### src/rtl/descrambler_sync_if.sv
// descrambler_sync_if
//   Bus bundle between the bit source (Viterbi side), the descrambler and
//   its status consumers.
//   master : drives start/frame_bits/in_bit/in_valid, observes results
//   slave  : the descrambler itself
//   Signals: start, frame_bits[LEN_W], in_bit, in_valid -> descrambler
//            out_bit, out_valid, out_last, lfsr_state[7], state_valid,
//            service_err, frame_done, busy, seed_zero_err <- descrambler
interface descrambler_sync_if #(parameter int LEN_W = 16);
  logic             start;
  logic [LEN_W-1:0] frame_bits;
  logic             in_bit;
  logic             in_valid;
  logic             out_bit;
  logic             out_valid;
  logic             out_last;
  logic [6:0]       lfsr_state;
  logic             state_valid;
  logic             service_err;
  logic             frame_done;
  logic             busy;
  logic             seed_zero_err;

  modport master (
    output start, frame_bits, in_bit, in_valid,
    input  out_bit, out_valid, out_last, lfsr_state, state_valid,
           service_err, frame_done, busy, seed_zero_err
  );

  modport slave (
    input  start, frame_bits, in_bit, in_valid,
    output out_bit, out_valid, out_last, lfsr_state, state_valid,
           service_err, frame_done, busy, seed_zero_err
  );
endinterface

### src/rtl/descrambler_sync.sv
// descrambler_sync
//   802.11a receive descrambler (x^7+x^4+1). Recovers the scrambler state
//   from the 7 zero sync bits of SERVICE, checks the reserved SERVICE bits,
//   then descrambles and emits the PSDU bits serially.
//   Ports: clk, reset (async, active high), bus (descrambler_sync_if.slave)
//   Optional: DESCRAMBLER_SEED_ZERO_CHECK_EN -- abort the frame with
//   seed_zero_err/frame_done when the recovered state is all zero.
module descrambler_sync #(
  parameter int LEN_W        = 16,
  parameter int SERVICE_BITS = 16
) (
  input logic               clk,
  input logic               reset,
  descrambler_sync_if.slave bus
);
  typedef enum logic [1:0] {IDLE, SYNC, SERVICE, DATA} state_t;

  localparam logic [LEN_W-1:0] SB        = LEN_W'(SERVICE_BITS);
  localparam logic [LEN_W-1:0] SYNC_LAST = LEN_W'(6);

  state_t           r_state, w_state_nxt;
  logic [LEN_W-1:0] r_cnt, w_cnt_nxt, r_target, w_target_nxt;
  logic [6:0]       r_lfsr, w_lfsr_nxt;
  logic             r_out_bit, w_out_bit_nxt;
  logic             r_out_valid, w_out_valid_nxt;
  logic             r_out_last, w_out_last_nxt;
  logic             r_state_valid, w_state_valid_nxt;
  logic             r_service_err, w_service_err_nxt;
  logic             r_frame_done, w_frame_done_nxt;
  logic             w_p, w_desc;
  logic [LEN_W-1:0] w_cnt_inc;
  logic [6:0]       w_sync_lfsr;
`ifdef DESCRAMBLER_SEED_ZERO_CHECK_EN
  logic             r_seed_zero_err, w_seed_zero_err_nxt;
`endif

  // r_lfsr[6] is s7 (oldest), r_lfsr[3] is s4.
  assign w_p         = r_lfsr[6] ^ r_lfsr[3];
  assign w_desc      = bus.in_bit ^ w_p;
  assign w_cnt_inc   = r_cnt + LEN_W'(1);
  assign w_sync_lfsr = {r_lfsr[5:0], bus.in_bit};

  always_ff @(posedge clk or posedge reset) begin
    if (reset) r_state <= IDLE;
    else       r_state <= w_state_nxt;
  end

  always_comb begin
    w_state_nxt       = r_state;
    w_cnt_nxt         = r_cnt;
    w_target_nxt      = r_target;
    w_lfsr_nxt        = r_lfsr;
    w_out_bit_nxt     = r_out_bit;
    w_out_valid_nxt   = 1'b0;
    w_out_last_nxt    = 1'b0;
    w_state_valid_nxt = r_state_valid;
    w_service_err_nxt = r_service_err;
    w_frame_done_nxt  = 1'b0;
`ifdef DESCRAMBLER_SEED_ZERO_CHECK_EN
    w_seed_zero_err_nxt = 1'b0;
`endif
    if (bus.start) begin
      // start wins over everything, including an in_valid in the same cycle
      w_state_nxt       = SYNC;
      w_cnt_nxt         = '0;
      w_target_nxt      = (bus.frame_bits < SB) ? SB : bus.frame_bits;
      w_state_valid_nxt = 1'b0;
      w_service_err_nxt = 1'b0;
    end else begin
      case (r_state)
        IDLE: ;
        SYNC: begin
          // sync bits are zero on air, so scrambled bit == sequence bit
          if (bus.in_valid) begin
            w_lfsr_nxt = w_sync_lfsr;
            w_cnt_nxt  = w_cnt_inc;
            if (r_cnt == SYNC_LAST) begin
              w_state_valid_nxt = 1'b1;
              w_state_nxt       = SERVICE;
`ifdef DESCRAMBLER_SEED_ZERO_CHECK_EN
              if (w_sync_lfsr == 7'b0) begin
                w_state_valid_nxt   = 1'b0;
                w_state_nxt         = IDLE;
                w_seed_zero_err_nxt = 1'b1;
                w_frame_done_nxt    = 1'b1;
              end
`endif
            end
          end
        end
        SERVICE, DATA: begin
          // the cycle after the last bit closes the frame; in_valid ignored
          if (r_cnt == r_target) begin
            w_frame_done_nxt  = 1'b1;
            w_state_valid_nxt = 1'b0;
            w_state_nxt       = IDLE;
          end else if (bus.in_valid) begin
            w_lfsr_nxt = {r_lfsr[5:0], w_p};
            w_cnt_nxt  = w_cnt_inc;
            if (r_state == SERVICE) begin
              if (w_desc) w_service_err_nxt = 1'b1;
              // r_target is never below SB, so != means more bits follow
              if (w_cnt_inc == SB && r_target != SB) w_state_nxt = DATA;
            end else begin
              w_out_bit_nxt   = w_desc;
              w_out_valid_nxt = 1'b1;
              w_out_last_nxt  = (w_cnt_inc == r_target);
            end
          end
        end
        default: w_state_nxt = IDLE;
      endcase
    end
  end

  always_ff @(posedge clk or posedge reset) begin
    if (reset) begin
      r_cnt         <= '0;
      r_target      <= '0;
      r_lfsr        <= '0;
      r_out_bit     <= 1'b0;
      r_out_valid   <= 1'b0;
      r_out_last    <= 1'b0;
      r_state_valid <= 1'b0;
      r_service_err <= 1'b0;
      r_frame_done  <= 1'b0;
    end else begin
      r_cnt         <= w_cnt_nxt;
      r_target      <= w_target_nxt;
      r_lfsr        <= w_lfsr_nxt;
      r_out_bit     <= w_out_bit_nxt;
      r_out_valid   <= w_out_valid_nxt;
      r_out_last    <= w_out_last_nxt;
      r_state_valid <= w_state_valid_nxt;
      r_service_err <= w_service_err_nxt;
      r_frame_done  <= w_frame_done_nxt;
    end
  end

`ifdef DESCRAMBLER_SEED_ZERO_CHECK_EN
  always_ff @(posedge clk or posedge reset) begin
    if (reset) r_seed_zero_err <= 1'b0;
    else       r_seed_zero_err <= w_seed_zero_err_nxt;
  end
  assign bus.seed_zero_err = r_seed_zero_err;
`else
  assign bus.seed_zero_err = 1'b0;
`endif

  assign bus.out_bit     = r_out_bit;
  assign bus.out_valid   = r_out_valid;
  assign bus.out_last    = r_out_last;
  assign bus.lfsr_state  = r_lfsr;
  assign bus.state_valid = r_state_valid;
  assign bus.service_err = r_service_err;
  assign bus.frame_done  = r_frame_done;
  assign bus.busy        = (r_state != IDLE);
endmodule

### src/flat_wrapper.sv
// flat-port wrapper written by rule: the top's interface ports become plain ports
module descrambler_sync_flat 
#(
  parameter int LEN_W        = 16,
  parameter int SERVICE_BITS = 16
)
  (clk, reset, bus_start, bus_frame_bits, bus_in_bit, bus_in_valid, bus_out_bit, bus_out_valid, bus_out_last, bus_lfsr_state, bus_state_valid, bus_service_err, bus_frame_done, bus_busy, bus_seed_zero_err);
  descrambler_sync_if #(.LEN_W(LEN_W)) bus_i ();
  input logic clk;
  input logic reset;
  input wire logic [$bits(bus_i.start)-1:0] bus_start;
  input wire logic [$bits(bus_i.frame_bits)-1:0] bus_frame_bits;
  input wire logic [$bits(bus_i.in_bit)-1:0] bus_in_bit;
  input wire logic [$bits(bus_i.in_valid)-1:0] bus_in_valid;
  output wire logic [$bits(bus_i.out_bit)-1:0] bus_out_bit;
  output wire logic [$bits(bus_i.out_valid)-1:0] bus_out_valid;
  output wire logic [$bits(bus_i.out_last)-1:0] bus_out_last;
  output wire logic [$bits(bus_i.lfsr_state)-1:0] bus_lfsr_state;
  output wire logic [$bits(bus_i.state_valid)-1:0] bus_state_valid;
  output wire logic [$bits(bus_i.service_err)-1:0] bus_service_err;
  output wire logic [$bits(bus_i.frame_done)-1:0] bus_frame_done;
  output wire logic [$bits(bus_i.busy)-1:0] bus_busy;
  output wire logic [$bits(bus_i.seed_zero_err)-1:0] bus_seed_zero_err;
  assign bus_i.start = bus_start;
  assign bus_i.frame_bits = bus_frame_bits;
  assign bus_i.in_bit = bus_in_bit;
  assign bus_i.in_valid = bus_in_valid;
  assign bus_out_bit = bus_i.out_bit;
  assign bus_out_valid = bus_i.out_valid;
  assign bus_out_last = bus_i.out_last;
  assign bus_lfsr_state = bus_i.lfsr_state;
  assign bus_state_valid = bus_i.state_valid;
  assign bus_service_err = bus_i.service_err;
  assign bus_frame_done = bus_i.frame_done;
  assign bus_busy = bus_i.busy;
  assign bus_seed_zero_err = bus_i.seed_zero_err;
  descrambler_sync #(.LEN_W(LEN_W), .SERVICE_BITS(SERVICE_BITS)) u_core (.clk(clk), .reset(reset), .bus(bus_i));
endmodule
### config.mk
export PLATFORM = sky130hd
export DESIGN_NAME = descrambler_sync_flat
export DESIGN_NICKNAME = d
export VERILOG_FILES = /design/src/rtl/descrambler_sync_if.sv /design/src/rtl/descrambler_sync.sv /design/src/flat_wrapper.sv
export SDC_FILE = /design/constraint.sdc
export NUM_CORES = 1
export LEC_CHECK = 0
export CAP_MARGIN = 10
export CORE_ASPECT_RATIO = 1.2
export CORE_MARGIN = 1.5
export CORE_UTILIZATION = 61
export CTS_CLUSTER_DIAMETER = 150
export DETAILED_ROUTE_END_ITERATION = 7
export GPL_TIMING_DRIVEN = 0
export MAX_ROUTING_LAYER = met4
export PLACE_DENSITY_LB_ADDON = 0.2
export SYNTH_ARGS = -nofsm -noshare
export SYNTH_HDL_FRONTEND = slang
export SYNTH_SLANG_ARGS = --single-unit
### constraint.sdc
create_clock -name clk -period 4.85 [get_ports clk]
set_clock_uncertainty 0.05 [all_clocks]
set_input_delay 0.7275 -clock clk [delete_from_list [all_inputs] [get_ports clk]]
set_output_delay 0.7275 -clock clk [all_outputs]
set_load 0.1 [all_outputs]
# Yosys cells after proc, flatten, opt, wreduce, memory -nomap -nowiden
# Index checks and enable logic that the tools add are counted.
# word_totals
inputBits	21
regBits	47
word_cells	92
output_inout_bits	15
# classes
n_bitwise	5
n_reduce_logical	15
n_eq_ne	19
add_sub_neg	1
magnitude_cmp	1
muxes	41
# ops
cell	n
$mux W16	4
$eq A16 B16 Y1	2
$pmux W16 S2	1
$mux W1	23
$mux W7	3
$add A16 B1 Y16 const B	1
$eq A16 B3 Y1 const B	1
$eq A16 B5 Y1 const B	1
$lt A16 B5 Y1 const B	1
$ne A16 B5 Y1 const B	1
$reduce_and A5 Y1	3
$mux W2	7
$pmux W7 S2	1
$reduce_bool A2 Y1	6
$ne A2 B2 Y1 const B	4
$ne A4 B2 Y1 const B	2
$ne A3 B2 Y1 const B	2
$ne A3 B3 Y1 const B	2
$reduce_and A6 Y1	1
$eq A2 B2 Y1 const B	2
$ne A4 B3 Y1 const B	1
$pmux W2 S2	1
$reduce_and A4 Y1	1
$not A1 Y1	3
7 further kinds	8

# Longest topological paths before layout
# depth
word_depth	9
depth_mapped	9
ltp_nobuf	8

# Worst setup path after synthesis
# OpenSTA, ideal clock, no wires.
# synth_path
path_type	reg-to-reg
from	reg u_core.r_state[1]
to	reg u_core.r_lfsr[4], in the netlist u_core.bus.lfsr_state[4]
arrival_time_ns	2.657
path_buffers	2
path_slack_ns	2.017
t_required_ns	4.674
path_stages_with_launch	9
setup_time_ns	0.126
synth_period_minus_slack_ns	2.833
cell_sequence	dfrtp_1 > clkbuf_1 > inv_1 > nand2_1 > nand2_1 > a31oi_4 > and2_1 > buf_6 > mux2_2
# synth_between
elab_chain_cells	4
word_cells_on_any_way	10
cone_classes	6 x eq/ne; 1 x mux; 3 x reduce/logical
# synth_rtl
element	line_no	text
start, declared	descrambler_sync.sv:21	state_t r_state, w_state_nxt;
start signal, assigned	descrambler_sync.sv:45	else r_state <= w_state_nxt;
$eq A2 B2 Y1	descrambler_sync.sv:70	case (r_state)
$reduce_or A2 Y1	descrambler_sync.sv:70	
$ne A2 B2 Y1 (no line) or $reduce_bool A2 Y1 (tied branches)	-	
$reduce_and A5 Y1 (no line)	-	
end signal, assigned	descrambler_sync.sv:130	r_lfsr <= w_lfsr_nxt;
end, declared	descrambler_sync.sv:23	logic [6:0] r_lfsr, w_lfsr_nxt;
# Several ways; a longest one is shown, not always the timed one.
# A chain may end at the register's enable or synchronous reset.

# Worst setup path in the final report
# layout_path
from	reg u_core.r_state[1]
to	out bus_busy
# layout_between
elab_chain_cells	1
# layout_rtl
element	line_no	text
$reduce_bool A2 Y1	descrambler_sync.sv:157	assign bus.busy = (r_state != IDLE);
end, declared	flat_wrapper.sv:22	output wire logic [$bits(bus_i.busy)-1:0] bus_busy;
# No other way between the ends.

==> summary.txt <==
status - completed
GRT Util Overall - 34.0%
largest net degree at the start of global routing - 27
Critical Path End - bus_busy
Initial Utilization - 62.8%
Via Count - 2805
Placer Congestion - 0.990
placed instance count - 425
hold_buf cts - 0
CP Capture Type - primary output
number of global-route vias before repair - 2669
dpl hpwl - 6.08 mm
maxcap violations - 0
Power Density - 315 nW/um^2
global-route wire length before repair - 13.4 mm
flip-flop and latch count after synthesis - 47
Post-Route WL - 8.41 mm
Resized cells post-CTS - 0
Antenna diodes - 0
reg2reg setup slack - 2.06 ns
Num CTS Buffers - 5
final worst path period need - 3.12 ns
# IOs - 36
CTS tree - done
synthesis warning total - 0
post-synthesis net count - 354
crit path DAT - 2.34 ns
postcts setup bufs - 0
most common cell after layout, fill and taps aside - dfrtp_1
DRT antenna net count - 0
share of cells above drive strength 1 - 13.7%
IO buf count - 34
Seq/Total Area, Yosys - 38.2%
H-Tree Depth - 2
1st-pass router iterations - 5
cells on worst reg2reg path - 7
Clk pin slew, worst setup/hold paths - 0.10 ns
Hold WC Path Type - register to register
worst r2r src - u_core.r_cnt[1]
Synth Instances - 330
Slew HR - 34.5%
Vias/cell - 6.48
Final TNS setup - 0 ns
Worst setup SP type - register
Final setup viols - 0
Worst Path Required - 4.07 ns
Max Slew Vio Count - 0
Die Area - 5490 um^2
Syn Area/Cell - 9.34 um^2
critical path class - register to primary output
largest fanout on the critical path - 7
WL/cell - 19.4 um
fin crit share - 64.3%
Layout fillers - 388
Most used DFF post-synth - dfrtp_1
CP startpoint - u_core.r_state[1]
clock latency on the worst-skew pair - 0.31 ns
worst vdd ir - 0.628 mV
# DRC - 0
fmax - 321 MHz
Die X - 67.9 um
chip height - 80.9 um
Clock Tree Buf Depth - 2
GRT overflow - 0
terminus of the critical flop-to-flop path - u_core.bus.out_last
Clock Sinks - 47
fraction of registers with async set/reset - 100%
Yosys cell types - 54
initial antenna violation count - 0
Leak - 1.47 nW
Area Overhead vs Synth - 17.3%
initial drt markers - 238
Worst Tran Pin Value - 0.980 ns
most frequent cells in the layout - 47 x dfrtp_1, 34 x clkdlybuf4s50_1, 30 x nor2_1, 26 x xnor2_1, 26 x nand2_1
Layout Nets - 396
unrepaired setup endpoints after global routing - false
root buffer cell - clkbuf_8
endpoints failing hold - 0
mapped cell area - 3080 um^2
fin cells - 433
Core Region - 4900 um^2
Site Rows - 28
Post-synth EDFFs - 0
[worst max-delay path, cell delays in order (launching register included)]
cell and delay, ns:
dfrtp_1 0.34, clkbuf_1 0.34, inv_1 0.12, nand2_1 0.10
clkdlybuf4s50_1 1.13
[state kept, by name (all words and copies together) (netlist names)]
name / flops
u_core.r_cnt: 16
u_core.r_target: 16
u_core.bus.lfsr_state: 7
u_core.r_state: 2
u_core.bus.frame_done: 1
u_core.bus.out_bit: 1
u_core.bus.out_last: 1
u_core.bus.out_valid: 1
u_core.bus.service_err: 1
u_core.bus.state_valid: 1
[power by group]
group / switching, mW / internal, mW / total [mW]
Clock: 0.146 / 0.117 / 0.262
Combinational: 0.276 / 0.124 / 0.400
Sequential: 0.0453 / 0.430 / 0.475
Total: 0.467 / 0.671 / 1.14
[stage by stage]
stage | power [mW] | instance area (um^2) | setup WS [ns] | utilization, % | hold WS, ns
floorplan | 0.770 | 3080 | 2.02 | - | 0.471
global placement | 0.870 | 3500 | 1.85 | 71.3 | 0.441
detailed placement | 0.876 | 3520 | 1.86 | 71.7 | 0.441
CTS | 1.14 | 3620 | 1.75 | 73.7 | 0.465
global route | 1.18 | 3620 | 1.64 | 73.7 | 0.478
finish | 1.14 | 3620 | 1.73 | 73.7 | 0.460
[cells by family (layout without fill, tap and decap cells)]
family / after synthesis / in the layout / share of synthesized area, %
and+or+nand+nor: 115 / 115 / 19.8
AOI/OAI and AO/OA: 68 / 68 / 17.2
adders and majority gates: 3 / 3 / 1.22
xor gates and xnor gates: 37 / 37 / 10.8
buffers and inverters: 39 / 82 / 5.52
other: 1 / 1 / 0.122
muxes: 20 / 20 / 7.27
DFF: 47 / 47 / 38.2
[cells in the mapped netlist (all sizes together), types with 8 or more instances]
master | number | area share [%]
o21ai | 13 | 2.1
nand2 | 26 | 3.2
nand3 | 13 | 2.1
dfrtp | 47 | 38
mux2 | 19 | 6.9
nand4 | 8 | 1.6
buf | 12 | 2.2
nor4 | 12 | 3.4
nor2 | 30 | 3.7
xnor2 | 26 | 7.4
a21oi | 12 | 1.9
a311oi | 10 | 2.8
clkbuf | 12 | 1.5
inv | 15 | 1.8
xor2 | 11 | 3.4
[routing by layer]
| layer | part of all wire, % | wire, um | vias to the layer above | GRT usage [%] |
|---|---|---|---|---|
| met5 | 0 | 0 | - | - |
| met4 | 3.4 | 284 | 0 | 13.6 |
| met3 | 6.4 | 535 | 29 | 4.02 |
| met2 | 49 | 4110 | 144 | 54.9 |
| met1 | 41 | 3480 | 1357 | 43.4 |
| li1 | - | - | 1275 | - |
[worst min path at each step]
stage                                       from                      to  slack (ns)  cells after the start
after floorplan               u_core.r_target[3]      u_core.r_target[3]        0.47                      1
after global placement    u_core.bus.service_err  u_core.bus.service_err        0.44                      2
after detailed placement  u_core.bus.service_err  u_core.bus.service_err        0.44                      2
after CTS                 u_core.bus.service_err  u_core.bus.service_err        0.46                      2
after global routing          u_core.bus.out_bit      u_core.bus.out_bit        0.48                      1
final                         u_core.bus.out_bit      u_core.bus.out_bit        0.46                      1
[final cells by class]
class	count	area [um^2]	share of cell area, %
buffer	24	114	3.15
clock buffer	6	82.6	2.28
multi-input combinational	244	1740	48.0
sequential	47	1180	32.5
inverter	15	56.3	1.56
clock inverter	2	16.3	0.450
tap	60	75.1	2.08
timing repair buffer	35	360	9.97
Power figures use the tool's default switching activity.
